==> src/rtl/bus_transfer_sequencer_pkg.sv <==
// Shared types and constants for the bus transfer sequencer: select width,
// sequencer state encoding and the queued request layout.
package bus_pkg;

    localparam int BUS_SEL_W = 5;
    localparam int BUS_NDST  = 32;

    typedef enum logic [1:0] {
        ST_IDLE,
        ST_DRIVE,
        ST_LOAD
    } bus_state_e;

    typedef struct packed {
        logic [BUS_SEL_W-1:0] src;
        logic [BUS_NDST-1:0]  dst;
    } bus_req_t;

endpackage

==> src/rtl/bus_transfer_sequencer_fifo.sv <==
// Circular request FIFO with a separate occupancy counter and a synchronous
// flush that discards the contents and any concurrent push.
module bus_req_fifo #(
    parameter int DEPTH = 4,
    parameter int WIDTH = 37
) (
    input  logic                   clk_i,
    input  logic                   clr_n_i,
    input  logic                   push_i,
    input  logic                   pop_i,
    input  logic                   flush_i,
    input  logic [WIDTH-1:0]       data_i,
    output logic [WIDTH-1:0]       data_o,
    output logic                   full_o,
    output logic                   empty_o,
    output logic [$clog2(DEPTH):0] count_o
);

    localparam int PW = $clog2(DEPTH);

    logic [WIDTH-1:0] mem_q [DEPTH];
    logic [PW-1:0]    wr_ptr_q;
    logic [PW-1:0]    rd_ptr_q;
    logic [PW:0]      count_q;
    logic             push_ok;
    logic             pop_ok;

    assign full_o  = (count_q == (PW+1)'(DEPTH));
    assign empty_o = (count_q == '0);
    assign count_o = count_q;
    assign data_o  = mem_q[rd_ptr_q];
    assign push_ok = push_i && !full_o && !flush_i;
    assign pop_ok  = pop_i && !empty_o && !flush_i;

    always_ff @(posedge clk_i) begin
        if (push_ok) begin
            mem_q[wr_ptr_q] <= data_i;
        end
    end

    always_ff @(posedge clk_i or negedge clr_n_i) begin
        if (!clr_n_i) begin
            wr_ptr_q <= '0;
            rd_ptr_q <= '0;
            count_q  <= '0;
        end else if (flush_i) begin
            wr_ptr_q <= '0;
            rd_ptr_q <= '0;
            count_q  <= '0;
        end else begin
            if (push_ok) begin
                wr_ptr_q <= wr_ptr_q + 1'b1;
            end
            if (pop_ok) begin
                rd_ptr_q <= rd_ptr_q + 1'b1;
            end
            // Simultaneous push and pop leaves the occupancy unchanged.
            if (push_ok && !pop_ok) begin
                count_q <= count_q + 1'b1;
            end else if (pop_ok && !push_ok) begin
                count_q <= count_q - 1'b1;
            end
        end
    end

endmodule

==> src/rtl/bus_transfer_sequencer.sv <==
// Plays queued register transfers onto the 32:1 datapath bus: one cycle of
// select settling (DRIVE) followed by a one-cycle load-enable pulse (LOAD).
module bus_transfer_sequencer
    import bus_pkg::*;
#(
    parameter int DEPTH = 4,
    parameter int NDST  = BUS_NDST
) (
    input  logic                   clk_i,
    input  logic                   clr_n_i,
    input  logic                   req_valid_i,
    output logic                   req_ready_o,
    input  logic [BUS_SEL_W-1:0]   req_src_i,
    input  logic [NDST-1:0]        req_dst_i,
    input  logic                   flush_i,
    output logic [BUS_SEL_W-1:0]   bus_sel_o,
    output logic [NDST-1:0]        dst_load_o,
    output logic                   busy_o,
    output logic [$clog2(DEPTH):0] pending_o
);

    typedef struct packed {
        logic [BUS_SEL_W-1:0] src;
        logic [NDST-1:0]      dst;
    } req_t;

    bus_state_e           state_q, state_d;
    logic [BUS_SEL_W-1:0] bus_sel_q, bus_sel_d;
    logic [NDST-1:0]      dst_load_q, dst_load_d;
    logic [NDST-1:0]      cur_dst_q, cur_dst_d;
    logic                 busy_q, busy_d;

    req_t                 fifo_in;
    req_t                 fifo_head;
    logic                 fifo_full;
    logic                 fifo_empty;
    logic [$clog2(DEPTH):0] fifo_count;
    logic                 push;
    logic                 pop;

    assign req_ready_o = !fifo_full;
    assign fifo_in     = '{src: req_src_i, dst: req_dst_i};
    // Zero-destination requests are acknowledged but never occupy a slot.
    assign push        = req_valid_i && !fifo_full && (req_dst_i != '0) && !flush_i;
    assign pop         = !flush_i && !fifo_empty && (state_q != ST_DRIVE);

    bus_req_fifo #(
        .DEPTH (DEPTH),
        .WIDTH ($bits(req_t))
    ) u_fifo (
        .clk_i   (clk_i),
        .clr_n_i (clr_n_i),
        .push_i  (push),
        .pop_i   (pop),
        .flush_i (flush_i),
        .data_i  (fifo_in),
        .data_o  (fifo_head),
        .full_o  (fifo_full),
        .empty_o (fifo_empty),
        .count_o (fifo_count)
    );

    always_comb begin
        state_d    = state_q;
        bus_sel_d  = bus_sel_q;
        dst_load_d = '0;
        cur_dst_d  = cur_dst_q;
        case (state_q)
            ST_IDLE, ST_LOAD: begin
                if (pop) begin
                    state_d   = ST_DRIVE;
                    bus_sel_d = fifo_head.src;
                    cur_dst_d = fifo_head.dst;
                end else begin
                    state_d = ST_IDLE;
                end
            end
            ST_DRIVE: begin
                state_d    = ST_LOAD;
                dst_load_d = cur_dst_q;
            end
            default: state_d = ST_IDLE;
        endcase
        if (flush_i) begin
            state_d    = ST_IDLE;
            dst_load_d = '0;
        end
        busy_d = (state_d != ST_IDLE);
    end

    always_ff @(posedge clk_i or negedge clr_n_i) begin
        if (!clr_n_i) begin
            state_q    <= ST_IDLE;
            bus_sel_q  <= '0;
            dst_load_q <= '0;
            cur_dst_q  <= '0;
            busy_q     <= 1'b0;
        end else begin
            state_q    <= state_d;
            bus_sel_q  <= bus_sel_d;
            dst_load_q <= dst_load_d;
            cur_dst_q  <= cur_dst_d;
            busy_q     <= busy_d;
        end
    end

    assign bus_sel_o  = bus_sel_q;
    assign dst_load_o = dst_load_q;
    assign busy_o     = busy_q;
    assign pending_o  = fifo_count;

endmodule

==> config.mk <==
export PLATFORM = sky130hd
export DESIGN_NAME = bus_transfer_sequencer
export DESIGN_NICKNAME = d
export VERILOG_FILES = /design/src/rtl/bus_transfer_sequencer_pkg.sv /design/src/rtl/bus_transfer_sequencer_fifo.sv /design/src/rtl/bus_transfer_sequencer.sv
export SDC_FILE = /design/constraint.sdc
export NUM_CORES = 1
export LEC_CHECK = 0
export CORE_ASPECT_RATIO = 2
export CORE_MARGIN = 8
export CORE_UTILIZATION = 55
export CTS_CLUSTER_DIAMETER = 40
export DETAILED_ROUTE_END_ITERATION = 10
export PLACE_DENSITY = 0.77
export SKIP_LAST_GASP = 1
export SLEW_MARGIN = 25
export SYNTH_ARGS = -nofsm -noshare
export SYNTH_HDL_FRONTEND = slang
export SYNTH_SLANG_ARGS = --single-unit
==> constraint.sdc <==
create_clock -name clk_i -period 3.2 [get_ports clk_i]
set_input_delay 0.96 -clock clk_i [delete_from_list [all_inputs] [get_ports clk_i]]
set_output_delay 0.96 -clock clk_i [all_outputs]
set_load 0.02 [all_outputs]
# ---- Word-level counts from Yosys, hierarchy flattened
# Memories as Yosys holds them, arrays and structs flattened. A register that Yosys moved wholly into a read port is not among the register bits.
# Index checks and enable logic that the tools add are counted.
dict set report classes {
  n_addsub 4
  mux 14
  reduce_logical 26
  eq_ne 4
}
# cell n
set op_table {}
lappend op_table {{32-bit two-way mux} 2}
lappend op_table {{32-bit nonzero test} 1}
lappend op_table {{1-bit logical AND} 11}
lappend op_table {{2-bit two-way mux} 5}
lappend op_table {{3-bit two-way mux} 3}
lappend op_table {{1-bit logical NOT} 6}
lappend op_table {{2-bit nonzero test} 3}
lappend op_table {{2-bit by 1-bit adder with 2-bit output, second input constant} 2}
lappend op_table {{2-bit case mux with 2 select lines} 1}
lappend op_table {{3-bit by 1-bit adder with 3-bit output, second input constant} 1}
lappend op_table {{3-bit == test, second input constant} 1}
lappend op_table {{3-bit logical NOT} 1}
lappend op_table {{1-bit two-way mux} 3}
lappend op_table {{3-bit nonzero test} 1}
lappend op_table {{3-bit by 1-bit subtractor with 3-bit output, second input constant} 1}
lappend op_table {{2-bit by 1-bit == test with 1-bit output, second input constant} 1}
lappend op_table {{2-bit == test, second input constant} 1}
lappend op_table {{2-bit logical NOT} 1}
lappend op_table {{2-bit by 1-bit inequality test with 1-bit output, second input constant} 1}
lappend op_table {{2-bit AND reduction} 1}
lappend op_table {{2-bit OR reduction} 1}
dict set report word_totals {
  wordCells 55
  out_inout_bits 42
  mem_count 1
  input_bits 41
  ramBits 148
  reg_bits 42
}
# memory words word_bits rd rd_ports_with_merged_regs wr line_no
set mem_list {}
lappend mem_list {u_fifo.mem_q 4 37 1 1 1 bus_transfer_sequencer_fifo.sv:21} ;# logic [WIDTH-1:0] mem_q [DEPTH];

# ---- Logic depth before layout (Yosys ltp)
# Gate-level depths: netlist of run 1.
dict set report logic_depth {
  ltp_word 12
  depth_mapped 10
  mapped_depth_nobuf 9
}

# ---- By module
# From an unflattened synthesis of run 1, not the netlist that was laid out.
dict set report hier_totals {
  hier_cells 420
  area_unflattened_um2 8528.2
}
# module cells_each area_per_inst_um2 instances
set by_module_without_submodules {}
lappend by_module_without_submodules {bus_req_fifo 254 5889.4 1}
lappend by_module_without_submodules {bus_transfer_sequencer 166 2638.8 1}

# ---- Least setup slack after synthesis of run 1
# No wires, ideal clock.
dict set report synth_path {
  kind {in2reg}
  startpoint {in flush_i}
  endpoint {mem u_fifo.mem_q[1][0] (enable)}
  cell_stages 4
  path_slack_ns 0.374
  t_arrival_ns 2.428
  setup_ns 0.398
  t_required_ns 2.802
  path_cell_list {nand3b_2 > o21ba_1 > buf_6 > and2_1}
}
dict set report synth_via {
  elab_chain_len 6
}
# element line_no
set synth_lines {}
lappend synth_lines {{start, declared} bus_transfer_sequencer.sv:15} ;# input logic flush_i,
lappend synth_lines {{1-bit logical NOT (*)} {bus_transfer_sequencer_fifo.sv:32, bus_transfer_sequencer.sv:44}}
lappend synth_lines {{1-bit logical AND} bus_transfer_sequencer.sv:44} ;# assign push = req_valid_i && !fifo_full && (req_dst_i != '0) && !flush_i;
lappend synth_lines {{1-bit logical AND} bus_transfer_sequencer_fifo.sv:32} ;# assign push_ok = push_i && !full_o && !flush_i;
lappend synth_lines {{1-bit logical AND (*)} bus_transfer_sequencer_fifo.sv:32}
lappend synth_lines {{1-bit two-way mux (*)} bus_transfer_sequencer_fifo.sv:36} ;# if (push_ok) begin
lappend synth_lines {{1-bit two-way mux (implied by the code) (*)} bus_transfer_sequencer_fifo.sv:37} ;# mem_q[wr_ptr_q] <= data_i;
lappend synth_lines {{end, declared} bus_transfer_sequencer_fifo.sv:21}
# Every way passes the cells marked *; elsewhere a longest branch is shown, timed or not.

# ---- Worst setup path in the final report of run 1
dict set report layout_path {
  startpoint {in req_dst_i[1]}
  endpoint {reg u_fifo.count_q[1], in the netlist u_fifo.count_o[1]}
}
dict set report layout_via {
  elab_chain_len 8
  elab_cells_between_ends 11
  classes_between {2 x mux; 9 x reduce/logical}
}
# element line_no
set layout_lines {}
lappend layout_lines {{start, declared} bus_transfer_sequencer.sv:14} ;# input logic [NDST-1:0] req_dst_i,
lappend layout_lines {{32-bit nonzero test (*)} bus_transfer_sequencer.sv:44}
lappend layout_lines {{1-bit logical AND (*) (2 in series)} bus_transfer_sequencer.sv:44}
lappend layout_lines {{1-bit logical AND (*) (2 in series)} bus_transfer_sequencer_fifo.sv:32}
lappend layout_lines {{1-bit logical AND or 1-bit logical NOT (tied branches)} {bus_transfer_sequencer_fifo.sv:58, bus_transfer_sequencer_fifo.sv:60}}
lappend layout_lines {{3-bit two-way mux or 1-bit logical AND (tied branches)} {bus_transfer_sequencer_fifo.sv:58, bus_transfer_sequencer_fifo.sv:60}}
lappend layout_lines {{3-bit two-way mux or 3-bit nonzero test (tied branches)} --}
lappend layout_lines {{end signal, assigned} bus_transfer_sequencer_fifo.sv:59} ;# count_q <= count_q + 1'b1;
lappend layout_lines {{end signal, assigned} bus_transfer_sequencer_fifo.sv:61} ;# count_q <= count_q - 1'b1;
lappend layout_lines {{end, declared} bus_transfer_sequencer_fifo.sv:24} ;# logic [PW:0] count_q;
# Marks and branches as above.
# A chain may end at the register's enable or synchronous reset.

==> results of run 1 <==
## how the worst max path moves through the flow
stage / endpoint / slack [ns] / cells past startpoint
detailed placement: u_fifo.count_o[1]$_DFFE_PN0P_ / -0.42 / 10
CTS: u_fifo.count_o[1]$_DFFE_PN0P_ / 0.06 / 11
global route: u_fifo.count_o[1]$_DFFE_PN0P_ / -0.03 / 11
global placement: u_fifo.count_o[2]$_DFFE_PN0P_ / -0.39 / 10
finish: u_fifo.count_o[1]$_DFFE_PN0P_ / 0.05 / 10
floorplan: u_fifo.mem_q[1][0]$_DFFE_PP_ / 0.37 / 4
## metrics by stage
stage / TNS [ns] / total power, µW
6_report: 0 / 8040
4_1_cts: 0 / 8110
2_1_floorplan: 0 / 5030
5_1_grt: -0.0267 / 8390
3_3_place_gp: -0.838 / 5640
3_5_place_dp: -0.839 / 5720
## state kept, by name, indices dropped and copies added (netlist names)
register and count:
u_fifo.mem_q 148, cur_dst_q 32, dst_load_o 32, bus_sel_o 5, u_fifo.count_o 3, state_q 2, u_fifo.rd_ptr_q 2, u_fifo.wr_ptr_q 2
busy_o 1
## timing repair
item                                    4_1_cts  5_1_grt
endpoints found under the setup margin        1        2
cloned                                        0        0
hold buffers                                  0        0
resized for setup                             2        3
## area by class of cell
| class | instances | share of cell area (%) |
|---|---|---|
| Clock buffer | 25 | 4.90 |
| Clock inverter | 9 | 1.18 |
| Inverter | 5 | 0.177 |
| Multi-Input combinational cell | 168 | 18.3 |
| Sequential cell | 227 | 60.8 |
| Tap cell | 198 | 2.34 |
| Timing Repair Buffer | 130 | 12.3 |
## logic make-up (layout without fill, tap and decap cells)
logic type	after synthesis	count (layout)	synth area share (%)
flops	227	227	76.1
mux	77	77	15.2
simple gates	74	74	5.19
buf+inv	23	169	1.42
compound gates	9	9	0.949
fa+ha+maj	5	5	0.830
xor+xnor	3	3	0.311
## metal layers
metal	track usage [%]	up-vias
met1	21.1	2228
met4	5.41	0
met5	0	-
met2	29.6	125
met3	2.73	25
li1	-	1881
## Yosys cell counts (all sizes together), types with 2 or more instances
library cell	instances	area (µm²)
inv	5	18.8
nor4	9	56.3
nor2	8	30.0
dfrtp	79	1980
or3	2	12.5
edfxtp	148	4440
mux4	37	833
nand4	2	12.5
clkbuf	6	22.5
nand3	3	15.0
nor3	4	25.0
buf	12	78.8
and2	36	225
xnor2	2	17.5
nand2	5	18.8
ha	4	50.1
a21oi	2	10.0
mux2	39	439
## power by group
group | total, µW | switching (µW) | internal, µW
clock | 2380 | 988 | 1390
sequential | 3780 | 223 | 3550
combinational | 1890 | 857 | 1030
## cells in the final DEF (no fill, tap or decap), types with 4 or more instances in the layout
cell	count
edfxtp_1	148
clkdlybuf4s50_1	81
dfrtp_1	77
mux2_2	39
buf_4	39
mux4_2	37
and2_1	32
clkbuf_16	19
buf_12	10
nor2_1	7
inv_1	5
nor4_2	5
nand2_1	5
nor4_1	4
and2_2	4
ha_1	4
clkbuf_1	4
==> results.ini, run 1 <==
[drt]
drc = 0
drtPass1Iterations = 4
wl_met1_mm = 6.56
wl_mm = 16.3
ant_nets = 0
vias = 4259
met3_length_um = 775
dr_wl_met2_mm = 8.60
drt_iter0_markers = 168
wire_per_inst_um = 21.4
detail_route.vias_per_cell = 5.59
highest_layer = met4

[cts]
clk_pin_slew_worst_paths_ns = 0.07
cts_max_path_buffers = 3
cts.sinks = 227
cts_buffers = 19
cts.htree.levels = 1
tritoncts = yes
cts_setup_buffers = 0
cts_root_buf = clkbuf_16
clk_latency_ns = 0.49

[critical_path]
cpMostUsedCell = nor4_2
crit_start = req_dst_i[1]
cp_max_fo = 5
critPathCaptureType = flip-flop
path_cells = clkdlybuf4s50_1 -> nor4_2 -> nand4_1 -> buf_4 -> o21bai_2 -> nor2_1 -> fa_1 -> nor4_2 -> mux2i_1 -> a31oi_1
path_class = in -> reg
critical_path_arrival_ns = 3.56
timing.rr.start = u_fifo.count_o[2]$_DFFE_PN0P_
cp-start-kind = input port
timing.critical_path.buf_inv = 2
r2r_end = u_fifo.count_o[1]$_DFFE_PN0P_
r2r_slack_ns = 0.71
path_delay_family = simple AND/OR/NAND/NOR gates
reg2regPathDepth = 8
required_ns = 3.61
max_stage_delay_ns = 0.50
slowest_stage = clkdlybuf4s50_1

[finish]
diodes = 0
final-instance-count-excl-fill = 762
nets = 597
nFillCells = 933
drive_gt1_share_pct = 30.5
post-route-util_pct = 69.9
seqCellArea_um2 = 6420
fin_area_um2 = 10600
multi_input_area_um2 = 1940
area.growth.synth_to_final_pct = 25.3

[die]
start_util_pct = 55.8
io-pin-count = 83
die_y_um = 191
core_area_um2 = 15100
rows = 64
die_w_um = 104
die_area_um2 = 19800

[grt]
grt_pass1_vias = 4797
grt_max_degree = 53
grt_pass1_wl_mm = 26.4
grt_usage_pct = 17.0
globalRouteOverflowTotal = 0
antenna_found_initial = 0

[yosys]
syn_avg_cell_area_um2 = 20.2
async_flop_share_pct = 34.8
ys.flop_type = edfxtp_1
synth_warnings = 0
yosysSeqAreaShare_pct = 76.1
synth_cell_types = 37
synth_edf_count = 148
synth_seq_cells = 227
syn-cell-area_um2 = 8440
synth_fp_nets = 464
syn_inst = 418

[power]
ir_worst_vdd_v = 0.000580
power_leakage_uw = 0.00387
power.density_nw_per_um2 = 761

[hold_path]
hold_end = dst_load_o[12]$_DFF_PN0_
hold_path.startpoint = cur_dst_q[12]$_DFFE_PN0P_
hp-class = reg -> reg
hold_path_depth = 1

[timing]
whs_ns = 0.474
worst_slack_ns = 0.0451
skew_ns = 0.00776
relSlewSlack_pct = 31.5
period_share_pct = 98.6
slew_violations = 0
fmax_mhz = 317
min_period_ns = 3.15
hold_viol_final = 0
worstMarginPinSlew_ns = 1.03
setup_violations = 0

[place]
dp.cells = 728
io_buffers = 82
place_ws_ns = -0.424
dpl_cell_area_um2 = 9900
place.gp.congestion = 0.764
dp_hpwl_mm = 10.0

[status]
status = finished clean

[flow_run]
maxCapViolations = 0

(Power assumes the default switching activity.)
==> run 2: changes to the inputs <==
Clock period 3.2 ns to 3.4 ns, I/O delays scaled along.
==> run 2 against run 1 <==
Net effect: sequential power decreased by 5.3%; largest power group unchanged; final cell count grew 1.0%; critical path depth fell by 1; worst setup slack better by 0.14 ns.
==> results.ini, run 2 (synthesis results as in run 1) <==
[place]
io_buffers = 82
dp_hpwl_mm = 10.2
place.gp.congestion = 0.772
dp.cells = 734

[die]
rows = 64
die_w_um = 104
core_area_um2 = 15100
die_area_um2 = 19800
start_util_pct = 55.8
die_y_um = 191
io-pin-count = 83

[finish]
diodes = 0
drive_gt1_share_pct = 30.8
area.growth.synth_to_final_pct = 26.6
post-route-util_pct = 70.6
final-instance-count-excl-fill = 770
top_register = u_fifo.mem_q
largest_reg_flops = 148
nets = 604
nFillCells = 918
final_common_cell = edfxtp_1
mostFrequentLayoutCells = 148 x edfxtp_1, 81 x clkdlybuf4s50_1, 77 x dfrtp_1, 45 x buf_4, 39 x mux2_2

[power]
seqPwrFrac_pct = 45.7
power_leakage_uw = 0.00394
comb_power_share_pct = 22.3
ir_worst_vdd_v = 0.000527
power.density_nw_per_um2 = 732
p_int_uw = 5860
switching_share_pct = 25.1
switchingPower_uw = 1960
clockPowerShare_pct = 32.0

[grt]
grt_usage_pct = 16.7
antenna_found_initial = 0
grt_max_degree = 40
grt_pass1_vias = 4666
grt_pass1_wl_mm = 25.9
globalRouteOverflowTotal = 0

[cts]
ctsResizeCount = 0
cts_setup_buffers = 0
cts_max_path_buffers = 3
cts.htree.levels = 1
tritoncts = yes
cts.sinks = 227
cts_root_buf = clkbuf_16
clk_latency_ns = 0.50
clk_pin_slew_worst_paths_ns = 0.07
ctsHoldBuffers = 0
cts_buffers = 20

[timing]
worstMarginPinSlew_ns = 1.04
fmax_mhz = 311
period_share_pct = 94.6
min_period_ns = 3.22
rsz0062_at_grt = no
whs_ns = 0.473
hold_viol_final = 0
setup_violations = 0
relSlewSlack_pct = 30.7
skew_ns = 0.0150
slew_violations = 0

[hold_path]
hold_path_depth = 1
hold_path.startpoint = cur_dst_q[28]$_DFFE_PN0P_
hp-class = reg -> reg
hold_end = dst_load_o[28]$_DFF_PN0_

[critical_path]
critPathCaptureType = flip-flop
timing.rr.start = u_fifo.count_o[2]$_DFFE_PN0P_
required_ns = 3.77
cp_max_fo = 5
path_class = in -> reg
reg2regPathDepth = 8
critical_path_arrival_ns = 3.59
cp-start-kind = input port
r2r_end = u_fifo.count_o[2]$_DFFE_PN0P_
r2r_slack_ns = 0.90

[status]
status = finished clean

[drt]
drtPass1Iterations = 4
ant_nets = 0
wire_per_inst_um = 20.9
vias = 4252
wl_mm = 16.1
drt_iter0_markers = 205
detail_route.vias_per_cell = 5.52
drc = 0

[flow_run]
maxCapViolations = 0

-- run 2: changes by cell type in the layout (fill, tap and decap cells not counted), sizes merged --
cell	delta
inv	-1
clkinv	+2
bufinv	+3
clkbuf	-2
buf	+6
-- run 2: worst max path at each step --
stage                       startpoint                       endpoint  slack [ns]  cells after the start
after detailed placement  req_dst_i[6]  u_fifo.count_o[2]$_DFFE_PN0P_       -0.21                     10
after floorplan                flush_i   u_fifo.mem_q[0][0]$_DFFE_PP_        0.51                      4
after global routing      req_dst_i[1]  u_fifo.count_o[2]$_DFFE_PN0P_        0.07                      9
after global placement    req_dst_i[6]  u_fifo.count_o[2]$_DFFE_PN0P_       -0.23                     10
after CTS                 req_dst_i[1]  u_fifo.count_o[2]$_DFFE_PN0P_        0.19                      9
final                     req_dst_i[1]  u_fifo.count_o[2]$_DFFE_PN0P_        0.18                      9
-- run 2: routing by layer --
layer  GRT usage (%)  routed length (µm)
met4            6.09                 390
met2            29.9                8550
met3            3.07                 752
met5               0                   0
met1            19.6                6390
-- run 2: per-stage QoR --
stage                     power (µW)  setup WS [ns]  setup TNS (ns)  instance area (µm²)
after floorplan                 4730          0.514               0                 8440
after global placement          5310         -0.230          -0.497                 9940
after detailed placement        5390         -0.207          -0.355                 9940
after CTS                       7910          0.190               0                10700
after global routing            8160         0.0713               0                10700
final                           7820          0.185               0                10700
-- run 2: cell type report --
cell class / count / area (µm²) / area share, %
sequential: 227 / 6420 / 60.1
multi-input combinational: 168 / 1910 / 17.8
timing repair buffer: 136 / 1350 / 12.6
clock buffer: 23 / 512 / 4.79
tap: 198 / 248 / 2.32
clock inverter: 13 / 228 / 2.13
inverter: 5 / 18.8 / 0.176
-- run 2: worst max-delay path: stages --
cell	delay (ns)
clkdlybuf4s50_1	0.50
nor4_1	0.44
nand4_1	0.30
o21bai_2	0.21
nor2_1	0.08
fa_1	0.46
and4b_1	0.24
a211oi_2	0.22
o221ai_2	0.11
-- run 2: power by group through the flow --
stage | clock [µW] | sequential (µW) | combinational, µW
after global routing | 2640 | 3630 | 1900
after global placement | 0 | 3610 | 1700
after detailed placement | 0 | 3630 | 1760
after CTS | 2540 | 3580 | 1790
after floorplan | 0 | 3620 | 1110
final | 2500 | 3580 | 1740
==> run 3: changes to the inputs <==
Settings changed: GPL_ROUTABILITY_DRIVEN from default to 0, SKIP_CTS_REPAIR_TIMING from default to 1.
==> results of run 3 <==
Final layout, timing and power as in run 2 (identical DEF).
